==> config.mk <==
export PLATFORM = sky130hd
export DESIGN_NAME = cmd_dispatcher
export DESIGN_NICKNAME = d
export VERILOG_FILES = /design/src/rtl/cmd_dispatcher_pkg.sv /design/src/rtl/cmd_time_cmp.sv /design/src/rtl/cmd_dispatcher.sv
export SDC_FILE = /design/constraint.sdc
export NUM_CORES = 1
export LEC_CHECK = 0
export ABC_AREA = 1
export ABC_CLOCK_PERIOD_IN_PS = 2700
export BUFFER_PORTS_ARGS = -buffer_cell sky130_fd_sc_hd__buf_2
export CORE_MARGIN = 8
export CORE_UTILIZATION = 30
export CTS_BUF_LIST = sky130_fd_sc_hd__clkbuf_8
export DETAILED_ROUTE_END_ITERATION = 8
export PLACE_DENSITY = 0.59
export SLEW_MARGIN = 20
export SYNTH_ARGS = -nofsm -noshare
export SYNTH_HDL_FRONTEND = slang
export SYNTH_SLANG_ARGS = --single-unit
==> constraint.sdc <==
create_clock -name clk -period 2.7 [get_ports clk]
set_clock_uncertainty 0.1 [all_clocks]
set_input_delay 0.27 -clock clk [delete_from_list [all_inputs] [get_ports clk]]
set_output_delay 0.27 -clock clk [all_outputs]
set_load 0.005 [all_outputs]
==> src/rtl/cmd_dispatcher_pkg.sv <==
// ============================================================================
// Module      : cmd_dispatcher_pkg
// Description : Shared definitions for the timed command dispatcher:
//               command-word field positions, FSM state encoding, the
//               default local address and the local timer-reset register.
// Revision    : 1.0 - initial release
// ============================================================================
`default_nettype none

package cmd_dispatcher_pkg;

    // Command word layout: {timestamp, target addr, register, data}
    localparam int c_ts_msb   = 63;
    localparam int c_ts_lsb   = 32;
    localparam int c_addr_msb = 31;
    localparam int c_addr_lsb = 24;
    localparam int c_reg_msb  = 23;
    localparam int c_reg_lsb  = 16;
    localparam int c_data_msb = 15;
    localparam int c_data_lsb = 0;

    // Address serviced internally, and the register that clears cur_time
    localparam logic [7:0] c_local_addr_default = 8'hFF;
    localparam logic [7:0] c_reg_timer_reset    = 8'h00;

    typedef enum logic [2:0] {
        ST_IDLE      = 3'd0,
        ST_POP       = 3'd1,
        ST_LOAD      = 3'd2,
        ST_WAIT_TIME = 3'd3,
        ST_ISSUE     = 3'd4,
        ST_WAIT_ACK  = 3'd5
    } state_t;

    function automatic logic [31:0] cmd_ts(input logic [63:0] w);
        return w[c_ts_msb:c_ts_lsb];
    endfunction

    function automatic logic [7:0] cmd_addr(input logic [63:0] w);
        return w[c_addr_msb:c_addr_lsb];
    endfunction

    function automatic logic [7:0] cmd_reg(input logic [63:0] w);
        return w[c_reg_msb:c_reg_lsb];
    endfunction

    function automatic logic [15:0] cmd_data(input logic [63:0] w);
        return w[c_data_msb:c_data_lsb];
    endfunction

endpackage

`default_nettype wire

==> src/rtl/cmd_time_cmp.sv <==
// ============================================================================
// Module      : cmd_time_cmp
// Description : Wrap-safe 32-bit "is due" comparator. A timestamp is due
//               when it equals the current time or lies up to 2^31 cycles
//               in the past (sign bit of the modular difference set).
// Revision    : 1.0 - initial release
// ============================================================================
`default_nettype none

module cmd_time_cmp (
    input  logic [31:0] i_timestamp,
    input  logic [31:0] i_cur_time,
    output logic        o_due
);

    logic [31:0] w_diff;

    // Modular difference; sign bit means the timestamp is already behind us
    always_comb begin
        w_diff = i_timestamp - i_cur_time;
        o_due  = w_diff[31] | (w_diff == 32'd0);
    end

endmodule

`default_nettype wire

==> src/rtl/cmd_dispatcher.sv <==
// ============================================================================
// Module      : cmd_dispatcher
// Description : Pops timestamped commands from a FIFO, waits until each is
//               due against a free-running timer, then either services it
//               locally (LOCAL_ADDR, reg 0 clears the timer) or issues a
//               write on the register bus and waits for the acknowledge.
//               Optional bus-ack timeout: define CMD_DISPATCH_TIMEOUT_EN.
// Revision    : 1.0 - initial release
// ============================================================================
`default_nettype none

module cmd_dispatcher
    import cmd_dispatcher_pkg::*;
#(
    parameter int         TIMEOUT_CYCLES = 256,
    parameter logic [7:0] LOCAL_ADDR     = c_local_addr_default
) (
    input  logic        clk,
    input  logic        rst,
    input  logic [63:0] cmd_fifo_data_out,
    input  logic        cmd_fifo_empty,
    output logic        cmd_fifo_rd_en,
    output logic [7:0]  bus_addr,
    output logic [7:0]  bus_reg,
    output logic [15:0] bus_data,
    output logic        bus_wr,
    input  logic        bus_ack,
    output logic [31:0] cur_time,
    output logic        busy,
    output logic        err_timeout
);

    if (TIMEOUT_CYCLES < 2 || TIMEOUT_CYCLES > 65535) begin : g_bad_timeout
        $error("cmd_dispatcher: TIMEOUT_CYCLES out of range 2..65535");
    end

    state_t      state_q, state_d;
    logic [63:0] hold_q, hold_d;
    logic [31:0] cur_time_q, cur_time_d;
    logic        rd_en_q, rd_en_d;
    logic [7:0]  bus_addr_q, bus_addr_d;
    logic [7:0]  bus_reg_q, bus_reg_d;
    logic [15:0] bus_data_q, bus_data_d;
    logic        bus_wr_q, bus_wr_d;
    logic        busy_q, busy_d;
    logic        w_due;

`ifdef CMD_DISPATCH_TIMEOUT_EN
    localparam logic [15:0] c_timeout_last = 16'(TIMEOUT_CYCLES - 1);
    logic [15:0] cnt_q, cnt_d;
    logic        err_q, err_d;
`endif

    cmd_time_cmp u_time_cmp (
        .i_timestamp (cmd_ts(hold_q)),
        .i_cur_time  (cur_time_q),
        .o_due       (w_due)
    );

    // Next-state and next-output logic for the dispatch FSM and timer
    always_comb begin
        state_d    = state_q;
        hold_d     = hold_q;
        cur_time_d = cur_time_q + 32'd1;
        rd_en_d    = 1'b0;
        bus_addr_d = bus_addr_q;
        bus_reg_d  = bus_reg_q;
        bus_data_d = bus_data_q;
        bus_wr_d   = bus_wr_q;
`ifdef CMD_DISPATCH_TIMEOUT_EN
        cnt_d      = cnt_q;
        err_d      = err_q;
`endif
        case (state_q)
            ST_IDLE: begin
                if (!cmd_fifo_empty) begin
                    state_d = ST_POP;
                    rd_en_d = 1'b1;
                end
            end
            ST_POP: begin
                state_d = ST_LOAD;
            end
            ST_LOAD: begin
                // FIFO head is valid the cycle after the pop strobe
                hold_d  = cmd_fifo_data_out;
                state_d = ST_WAIT_TIME;
            end
            ST_WAIT_TIME: begin
                if (w_due) begin
                    state_d = ST_ISSUE;
                end
            end
            ST_ISSUE: begin
                state_d = ST_IDLE;
                if (cmd_addr(hold_q) == LOCAL_ADDR) begin
                    // Local commands never reach the bus; only reg 0 acts
                    if (cmd_reg(hold_q) == c_reg_timer_reset) begin
                        cur_time_d = 32'd0;
                    end
                end else begin
                    bus_addr_d = cmd_addr(hold_q);
                    bus_reg_d  = cmd_reg(hold_q);
                    bus_data_d = cmd_data(hold_q);
                    bus_wr_d   = 1'b1;
                    state_d    = ST_WAIT_ACK;
                end
`ifdef CMD_DISPATCH_TIMEOUT_EN
                cnt_d = 16'd0;
`endif
            end
            ST_WAIT_ACK: begin
                // An ack in the final timeout cycle still wins
                if (bus_ack) begin
                    bus_wr_d = 1'b0;
                    state_d  = ST_IDLE;
                end
`ifdef CMD_DISPATCH_TIMEOUT_EN
                else if (cnt_q == c_timeout_last) begin
                    bus_wr_d = 1'b0;
                    err_d    = 1'b1;
                    state_d  = ST_IDLE;
                end else begin
                    cnt_d = cnt_q + 16'd1;
                end
`endif
            end
            default: begin
                state_d  = ST_IDLE;
                bus_wr_d = 1'b0;
            end
        endcase
        busy_d = (state_d != ST_IDLE);
    end

    // State and registered outputs; reset discards any held command
    always_ff @(posedge clk) begin
        if (rst) begin
            state_q    <= ST_IDLE;
            hold_q     <= 64'd0;
            cur_time_q <= 32'd0;
            rd_en_q    <= 1'b0;
            bus_addr_q <= 8'd0;
            bus_reg_q  <= 8'd0;
            bus_data_q <= 16'd0;
            bus_wr_q   <= 1'b0;
            busy_q     <= 1'b0;
`ifdef CMD_DISPATCH_TIMEOUT_EN
            cnt_q      <= 16'd0;
            err_q      <= 1'b0;
`endif
        end else begin
            state_q    <= state_d;
            hold_q     <= hold_d;
            cur_time_q <= cur_time_d;
            rd_en_q    <= rd_en_d;
            bus_addr_q <= bus_addr_d;
            bus_reg_q  <= bus_reg_d;
            bus_data_q <= bus_data_d;
            bus_wr_q   <= bus_wr_d;
            busy_q     <= busy_d;
`ifdef CMD_DISPATCH_TIMEOUT_EN
            cnt_q      <= cnt_d;
            err_q      <= err_d;
`endif
        end
    end

    assign cmd_fifo_rd_en = rd_en_q;
    assign bus_addr       = bus_addr_q;
    assign bus_reg        = bus_reg_q;
    assign bus_data       = bus_data_q;
    assign bus_wr         = bus_wr_q;
    assign cur_time       = cur_time_q;
    assign busy           = busy_q;
`ifdef CMD_DISPATCH_TIMEOUT_EN
    assign err_timeout    = err_q;
`else
    assign err_timeout    = 1'b0;
`endif

endmodule

`default_nettype wire

======== After elaboration in Yosys (flattened, before gate mapping) ========
Index checks and enable logic that the tools add are counted.
word-level totals
  memories ................................ 0
  RAM bits ................................ 0
  output and inout port bits .............. 68
  bits of input ports ..................... 68
  latch bits .............................. 0
  register bits after elaboration ......... 134
  word-level logic and storage cells ...... 43
  memory bits (read-only) ................. 0
cells by class
  mux-type cells .......................... 12
  reduce and logical (&&, ||, !) cells .... 8
  shift operators ......................... 0
  equal/unequal tests ..................... 8
  magnitude comparators ................... 0
  bitwise operators ....................... 4
  $mul .................................... 0
  div/mod/pow operators ................... 0
  $add $sub $neg .......................... 2
operator list
  cell                   number
  $mux 32                3
  $add 32x1->32 const B  1
  $logic_not 32->1       1
  $sub 32x32->32         1
  $pmux 3 s6             1
  $mux 3                 4
  $eq 8x8->1 const B     1
  $logic_not 8->1        1
  $eq 3x2->1 const B     2
  $eq 3x3->1 const B     2
  $ne 2x2->1 const B     2
  $reduce_or 4->1        1
  $eq 3x1->1 const B     1
  $logic_not 3->1        1
  $mux 1                 3
  $not 1->1              3
  $pmux 1 s3             1
  $reduce_and 3->1       1
  $reduce_bool 3->1      1
  $reduce_and 2->1       1
  $reduce_or 2->1        1
  $or 1x1->1             1

======== Longest topological paths before layout ========
Gate-level depths: netlist (run 1).
  depth in word-level cells ............... 6
  gate-level depth with buffers ........... 23
  depth with buffers taken out ............ 23

======== By module ========
Synthesis (run 1) repeated with hierarchy kept, for this count alone.
unflattened totals
  cells, all modules ...................... 1363
  area total of the unflattened synthesis .. 8221.6 um^2
by module, submodules not included
  module          times used  cells each  seq. area each (um^2)  area an instance (um^2)
  cmd_dispatcher  1           744         2682.6                 5346.4
  cmd_time_cmp    1           619         0.0                    2875.3

======== Worst setup path before layout (run 1) ========
No wires, ideal clock.
  path type ............................... register to register
  start point ............................. register cur_time_q[13], in the netlist cur_time[13]
  end point ............................... register busy_q, in the netlist busy
  arrival ................................. 2.174 ns
  buffers on the path ..................... 0
  setup time .............................. 0.120 ns
  clock period less this slack ............ 2.395 ns
  slack ................................... 0.305 ns
  data required time ...................... 2.480 ns
  cell stages (with the launch flop) ...... 19
  cell sequence ........................... dfxtp_1 > inv_1 > ha_1 > nand2_1 > nor2_1 > inv_1 > nor2_1 > and2_1 > nand2_1 > nand3_1 > nand2_1 > nor2_1 > nand2_1 > nor2_1 > nand3_1 > nand2_1 > nand3_1 > nand2_1 > nand3_1
on the way
  cells in the longest elaborated chain, start to end .. 6
RTL lines
  item                    line                   source
  start, declared         cmd_dispatcher.sv:39   logic [31:0] cur_time_q, cur_time_d;
  start signal, assigned  cmd_dispatcher.sv:155  cur_time_q <= cur_time_d;
  $sub 32x32->32 *        cmd_time_cmp.sv:20     w_diff = i_timestamp - i_cur_time;
  $logic_not 32->1        cmd_time_cmp.sv:21     o_due = w_diff[31] | (w_diff == 32'd0);
  $or 1x1->1 *            cmd_time_cmp.sv:21
  $mux 3 *                cmd_dispatcher.sv:90   if (w_due) begin
  $pmux 3 s6 *            cmd_dispatcher.sv:74   case (state_q)
  $reduce_bool 3->1 *     cmd_dispatcher.sv:133  busy_d = (state_d != ST_IDLE);
  end signal, assigned    cmd_dispatcher.sv:161  busy_q <= busy_d;
  end, declared           cmd_dispatcher.sv:45   logic busy_q, busy_d;
Every way passes the cells marked *; elsewhere a longest branch is shown, timed or not.
A chain may end at the register's enable or synchronous reset.

======== Worst setup path in the final report (run 1) ========
  start point ............................. register cur_time_q[7], in the netlist cur_time[7]
  end point ............................... register busy_q, in the netlist busy
Same word-level chain as after synthesis.

==> results of run 1 <==
[final cells by class]
cell class,count,area [µm²]
sequential,134,2694
fill,2581,14670
timing repair buffer,280,1939
multi-input combinational,859,4845
inverter,214,803.3
tap,335,419.2
clock inverter,14,148.9
clock buffer,18,247.7
[cells by family after synthesis]
kind of cell             share of synthesized area
XOR/XNOR                                   0.01918
other                                    0.0004830
adder cells (fa/ha/maj)                    0.05415
flip-flops                                  0.3455
buffers and inverters                       0.1204
AO/OA/AOI/OAI                               0.1106
AND/OR/NAND/NOR                             0.3497
[metal layers]
layer / global-route usage / share of wire
met5: 0 / 0
met4: 0.05674 / 0.022
met3: 0.03542 / 0.046
met2: 0.2859 / 0.50
met1: 0.1881 / 0.43
[power by group through the flow]
stage / clock (W) / sequential, W / combinational, W
after floorplan: 0 / 0.00234 / 0.00289
after global placement: 0 / 0.00238 / 0.00404
after global routing: 0.00185 / 0.00240 / 0.00549
final: 0.00172 / 0.00237 / 0.00486
after detailed placement: 0 / 0.00238 / 0.00405
after CTS: 0.00176 / 0.00234 / 0.00418
[cells in the final DEF, fill, tap and decap left out, types with 3 or more instances in the layout]
master,instances
nand4_1,17
clkinvlp_4,3
nand3_2,9
inv_1,203
nor3_4,3
nor2_2,26
inv_2,12
nor2_1,187
nand3_1,39
ha_4,25
a211oi_1,4
a21oi_1,50
o21ai_0,98
dfxtp_2,6
a21oi_2,9
nor2_4,15
buf_4,81
buf_2,134
nor3_2,6
nand2_2,40
nand2_4,3
ha_1,5
dfxtp_1,127
clkbuf_8,18
inv_6,4
dlygate4sd3_1,64
xor2_1,16
nor4_1,7
and2_1,4
nor3_1,19
nand2_1,258
[worst register-to-register path: cells and delay by family, from the launching register on]
kind | cells | cell delay, ns
AND/OR/NAND/NOR | 15 | 1.62
flip-flops | 1 | 0.37
buffers and inverters | 1 | 0.08
adder cells (fa/ha/maj) | 1 | 0.29
[metrics by stage]
stage | std cells | util | setup WS, ns | hold slack, ns | instance area, µm²
global route | 1854 | 0.4307 | -0.03614 | 0.05015 | 11100
CTS | 1847 | 0.4036 | 0.006822 | 0.0007759 | 10400
floorplan | 1241 | - | 0.3052 | 0.2424 | 7764
finish | 1854 | 0.4307 | 0.1393 | 0.03726 | 11100
detailed placement | 1751 | 0.3612 | -0.07726 | 0.3508 | 9305
global placement | 1751 | 0.3612 | -0.07252 | 0.3566 | 9305
[what timing repair did]
action	in CTS	in global routing
hold buffers	64	0
hold endpoints to repair	66	0
setup endpoints to repair	4	8
gates resized for setup	9	156
pin swaps	2	31
setup buffers	0	7
[path summary, 6_finish.rpt]
kind,startpoint,end,slack [ns],cells past startpoint
setup / recovery,cur_time[7]$_SDFF_PP0_,busy$_SDFF_PP0_,0.14,17
hold / removal,cmd_fifo_data_out[17],hold_q[17]$_SDFFE_PP0P_,0.04,3
setup reg to reg,cur_time[7]$_SDFF_PP0_,busy$_SDFF_PP0_,0.14,17
hold reg to reg,hold_q[32]$_SDFFE_PP0P_,hold_q[32]$_SDFFE_PP0P_,0.36,2
==> results.yml, run 1 <==
status:
  outcome: "complete, no violations"
drt:
  drtPass1Iterations: 5
  first_iter_violations: 359
  antenna_left: 0
  routed-via-count: 8499
  drc: 0
  drt-wirelength-per-cell_um: 14.14
  drt-total-wl_mm: 26.21
  viasPerCell: 4.584
logic_synthesis:
  ys_warn_count: 0
  synth_area_mm2: 0.007764
  synth_area_leader_cell: "dfxtp_1"
  async_flop_share: 0
  synth-edff-count: 0
  synth_seq_cells: 134
  synth.avg_cell_area_um2: 6.256
  yosysMostFrequentCell: "nand2_1"
  synth_top_area_frac: 0.3455
  synthFlopType: "dfxtp_1"
  ys_seq_area_frac: 0.3455
  syn-instance-count: 1241
  synthTopCellsByArea: "dfxtp_1 (35%), nand2_1 (14%), nor2_1 (11%)"
  synth_common_cells: "nand2_1 (294), nor2_1 (218), inv_1 (214), dfxtp_1 (134), o21ai_0 (98)"
  ys_types: 36
  syn_nets: 1342
worst_setup_path:
  cp-end-kind: "flop"
  worst_path_max_delay_cell: "dfxtp_1"
  path_delay_family: "simple AND/OR/NAND/NOR gates"
  worst-path-buf-inv: 1
  worst_ep_arrival_time_ns: 2.79
  crit_type: "flop to flop"
  startpoint_type: "flop"
  critPathMaxFanout: 4
  crit_required_ns: 2.92
  slowest_delay_ns: 0.37
  crit_chain: "inv_2 > ha_4 > nand2_1 > nor2_2 > nand3_1 > nand3_4 > nand2_2 > nand3_1 > nand2_1 > nor2_1 > nand2_1 > nor2_2 > nand3_2 > nand2_2 > nand3_1 > nand2_1 > nand3_1"
sta:
  period_needed_ns: 2.561
  drv_slew: 0
  finalHoldViolations: 0
  rsz0062_at_grt: "yes"
  tns_ns: 0
  timing.slew.headroom: 0.6266
  setup_viol: 0
  fin_crit_sh: 0.9484
  max_freq_mhz: 390.5
  worstMarginPinSlew_ns: 0.5594
clocking:
  clk_pin_slew_worst_paths_ns: 0.10
  cts-root-buf: "clkbuf_8"
  cts_buffer_depth: 2
  htreeDepth: 4
  cts_buffers: 17
  cts_tree: "yes"
  clock_latency_ns: 0.45
  clkSinkCount: 134
flow_run:
  cap_violations: 0
power_and_ir_drop:
  switching_power_w: 0.004001
  p_total_w: 0.008951
  p_per_area_mw_per_mm2: 806.6
  combinationalPowerShare: 0.543
  pwr-share-seq: 0.265
  swShare: 0.4470
  clockPowerShare: 0.192
  ir_drop_v: 0.0003785
  internal_power_w: 0.004949
  p_leak_nw: 5.611
grt:
  grt_usage: 0.1613
  grt.overflow.total: 0
  grt_antenna_before_repair: 0
  grt_pass1_vias: 8188
  grt_pass1_wl_mm: 40.83
  grt_max_degree: 57
die:
  io_pins: 136
  design.die.area_mm2: 0.03128
  die_x_um: 176.9
  die_h_um: 176.9
  coreArea_mm2: 0.02576
  start_util: 0.3013
  std_cell_rows: 59
placement:
  portBuffers: 134
  gp_congestion: 0.8976
  dp_hpwl_mm: 19.61
final_layout:
  largest_reg_flops: 64
  fin_nets: 1607
  n_antenna_cell: 0
  syn_to_final_growth_pct: 42.93
  drive_gt1_frac: 0.2712
  top_register: "hold_q"
worst_hold_path:
  min_path_type: "input pin to flop"
(Power assumes the default switching activity.)
==> inputs of run 2 (changes only) <==
Settings changed: MAX_ROUTING_LAYER set to met4.
==> results.yml, run 2 (synthesized netlist as in run 1, its figures left out) <==
drt:
  drt-total-wl_mm: 26.32
  drt-wirelength-per-cell_um: 14.21
  antenna_left: 0
  drc: 0
  routed-via-count: 8509
  viasPerCell: 4.594
  drtPass1Iterations: 5
  first_iter_violations: 507
worst_setup_path:
  crit_end: "busy$_SDFF_PP0_"
  crit_required_ns: 2.93
  crit_chain: "inv_2 > ha_4 > nand2_2 > inv_1 > nand2_1 > nand3_2 > buf_4 > xor2_1 > nor2_1 > nand3_1 > nor3_2 > nand3_2 > nand2_1 > nand3_1 > nand2_1 > nand3_1"
  path_depth: 16
  startpoint_type: "flop"
  ff2ff_path_depth: 16
  worst_ep_arrival_time_ns: 2.80
  crit_start: "cur_time[4]$_SDFF_PP0_"
  worst-path-buf-inv: 3
  worst_path_max_delay_cell: "dfxtp_1"
  r2r_end: "busy$_SDFF_PP0_"
  reg2reg_slack_ns: 0.13
  crit_type: "flop to flop"
  path_delay_family: "simple AND/OR/NAND/NOR gates"
  cp-end-kind: "flop"
  reg2reg_from: "cur_time[4]$_SDFF_PP0_"
  critPathMaxFanout: 4
  slowest_delay_ns: 0.33
sta:
  worstMarginPinSlew_ns: 0.5511
  max_freq_mhz: 389.3
  fin_crit_sh: 0.9515
  hold-worst-slack_ns: 0.03457
  setup_viol: 0
  timing.slew.headroom: 0.6322
  finalHoldViolations: 0
  tns_ns: 0
  rsz0062_at_grt: "yes"
  period_needed_ns: 2.569
  drv_slew: 0
power_and_ir_drop:
  p_leak_nw: 5.618
  swShare: 0.4367
  internal_power_w: 0.005210
  ir_drop_v: 0.0003906
  switching_power_w: 0.004039
  combinationalPowerShare: 0.533
  p_per_area_mw_per_mm2: 828.2
  pwr-share-seq: 0.256
  clockPowerShare: 0.211
final_layout:
  syn_to_final_growth_pct: 43.85
  fillers: 2614
  final_common_cell: "nand2_1"
  layout_common_cells: "nand2_1 (254), inv_1 (199), nor2_1 (188), buf_2 (134), dfxtp_1 (125)"
  fin_nets: 1605
  top_register: "hold_q"
  largest_reg_flops: 64
  n_antenna_cell: 0
  drive_gt1_frac: 0.2821
grt:
  grt_pass1_vias: 8308
  grt_pass1_wl_mm: 41.19
  grt_max_degree: 57
  grt_antenna_before_repair: 0
  grt.overflow.total: 0
  grt_usage: 0.1670
clocking:
  htreeDepth: 4
  clock_latency_ns: 0.46
  cts_buffers: 17
  cts_tree: "yes"
  cts_buffer_depth: 2
  clk_pin_slew_worst_paths_ns: 0.09
  clkSinkCount: 134
  cts-root-buf: "clkbuf_8"
placement:
  gp_congestion: 0.9077
  portBuffers: 134
  dp_hpwl_mm: 19.60
die:
  std_cell_rows: 59
  coreArea_mm2: 0.02576
  design.die.area_mm2: 0.03128
  start_util: 0.3013
  die_x_um: 176.9
  die_h_um: 176.9
  io_pins: 136
worst_hold_path:
  min_path_type: "input pin to flop"
status:
  outcome: "complete, no violations"
flow_run:
  cap_violations: 0
[run 2: metal layers]
layer / GRT usage / wire, µm
met3: 0.03456 / 1082
met5: - / 0
met4: 0.05184 / 435
met1: 0.1939 / 11550
met2: 0.2853 / 13250
[run 2: layout make-up]
cell class,instances,area (µm²),area share
Timing Repair Buffer,278,1922,0.1721
Clock inverter,13,190.2,0.01703
Clock buffer,19,261.5,0.02341
Multi-Input combinational cell,859,4876,0.4366
Inverter,214,803.3,0.07192
Tap cell,335,419.2,0.03753
Sequential cell,134,2696,0.2414
[run 2: through the flow]
stage	instance area, µm²	cells	setup slack [ns]	total power [W]	util
finish	11170	1852	0.1311	0.009250	0.4335
global route	11170	1852	-0.03719	0.01001	0.4335
CTS	10440	1845	0.01050	0.008499	0.4053
detailed placement	9298	1750	-0.08507	0.006405	0.3609
global placement	9298	1750	-0.05777	0.006404	0.3609
floorplan	7764	1241	0.3052	0.005232	-
[run 2: worst min-delay path: cells and delay by family]
family | cells | cell delay [ns]
compound gates | 2 | 0.20
buf+inv | 1 | 0.08
[run 2: power by group through the flow]
stage | logic [W] | registers (W) | clock network, W
2_1_floorplan | 0.00289 | 0.00234 | 0
3_3_place_gp | 0.00403 | 0.00238 | 0
3_5_place_dp | 0.00403 | 0.00238 | 0
4_1_cts | 0.00416 | 0.00234 | 0.00200
5_1_grt | 0.00555 | 0.00240 | 0.00206
6_report | 0.00493 | 0.00237 | 0.00195
[run 2: worst min path at each step]
stage	slack, ns	to	from	cells past startpoint
3_3_place_gp	0.36	bus_data[1]$_SDFFE_PP0P_	hold_q[1]$_SDFFE_PP0P_	2
4_1_cts	0.0008	hold_q[33]$_SDFFE_PP0P_	cmd_fifo_data_out[33]	3
2_1_floorplan	0.24	cmd_fifo_rd_en$_SDFF_PP0_	rst	1
6_report	0.03	hold_q[28]$_SDFFE_PP0P_	cmd_fifo_data_out[28]	3
5_1_grt	0.04	hold_q[28]$_SDFFE_PP0P_	cmd_fifo_data_out[28]	3
3_5_place_dp	0.35	hold_q[32]$_SDFFE_PP0P_	hold_q[32]$_SDFFE_PP0P_	2
[run 2: timing repair]
action / CTS / global route
setup buffers: 0 / 7
cloned: 0 / 0
resized for setup: 12 / 169
pin swaps: 1 / 31
endpoints found under the setup margin: 4 / 12
hold buffers: 63 / 0
endpoints found under the hold margin: 65 / 0
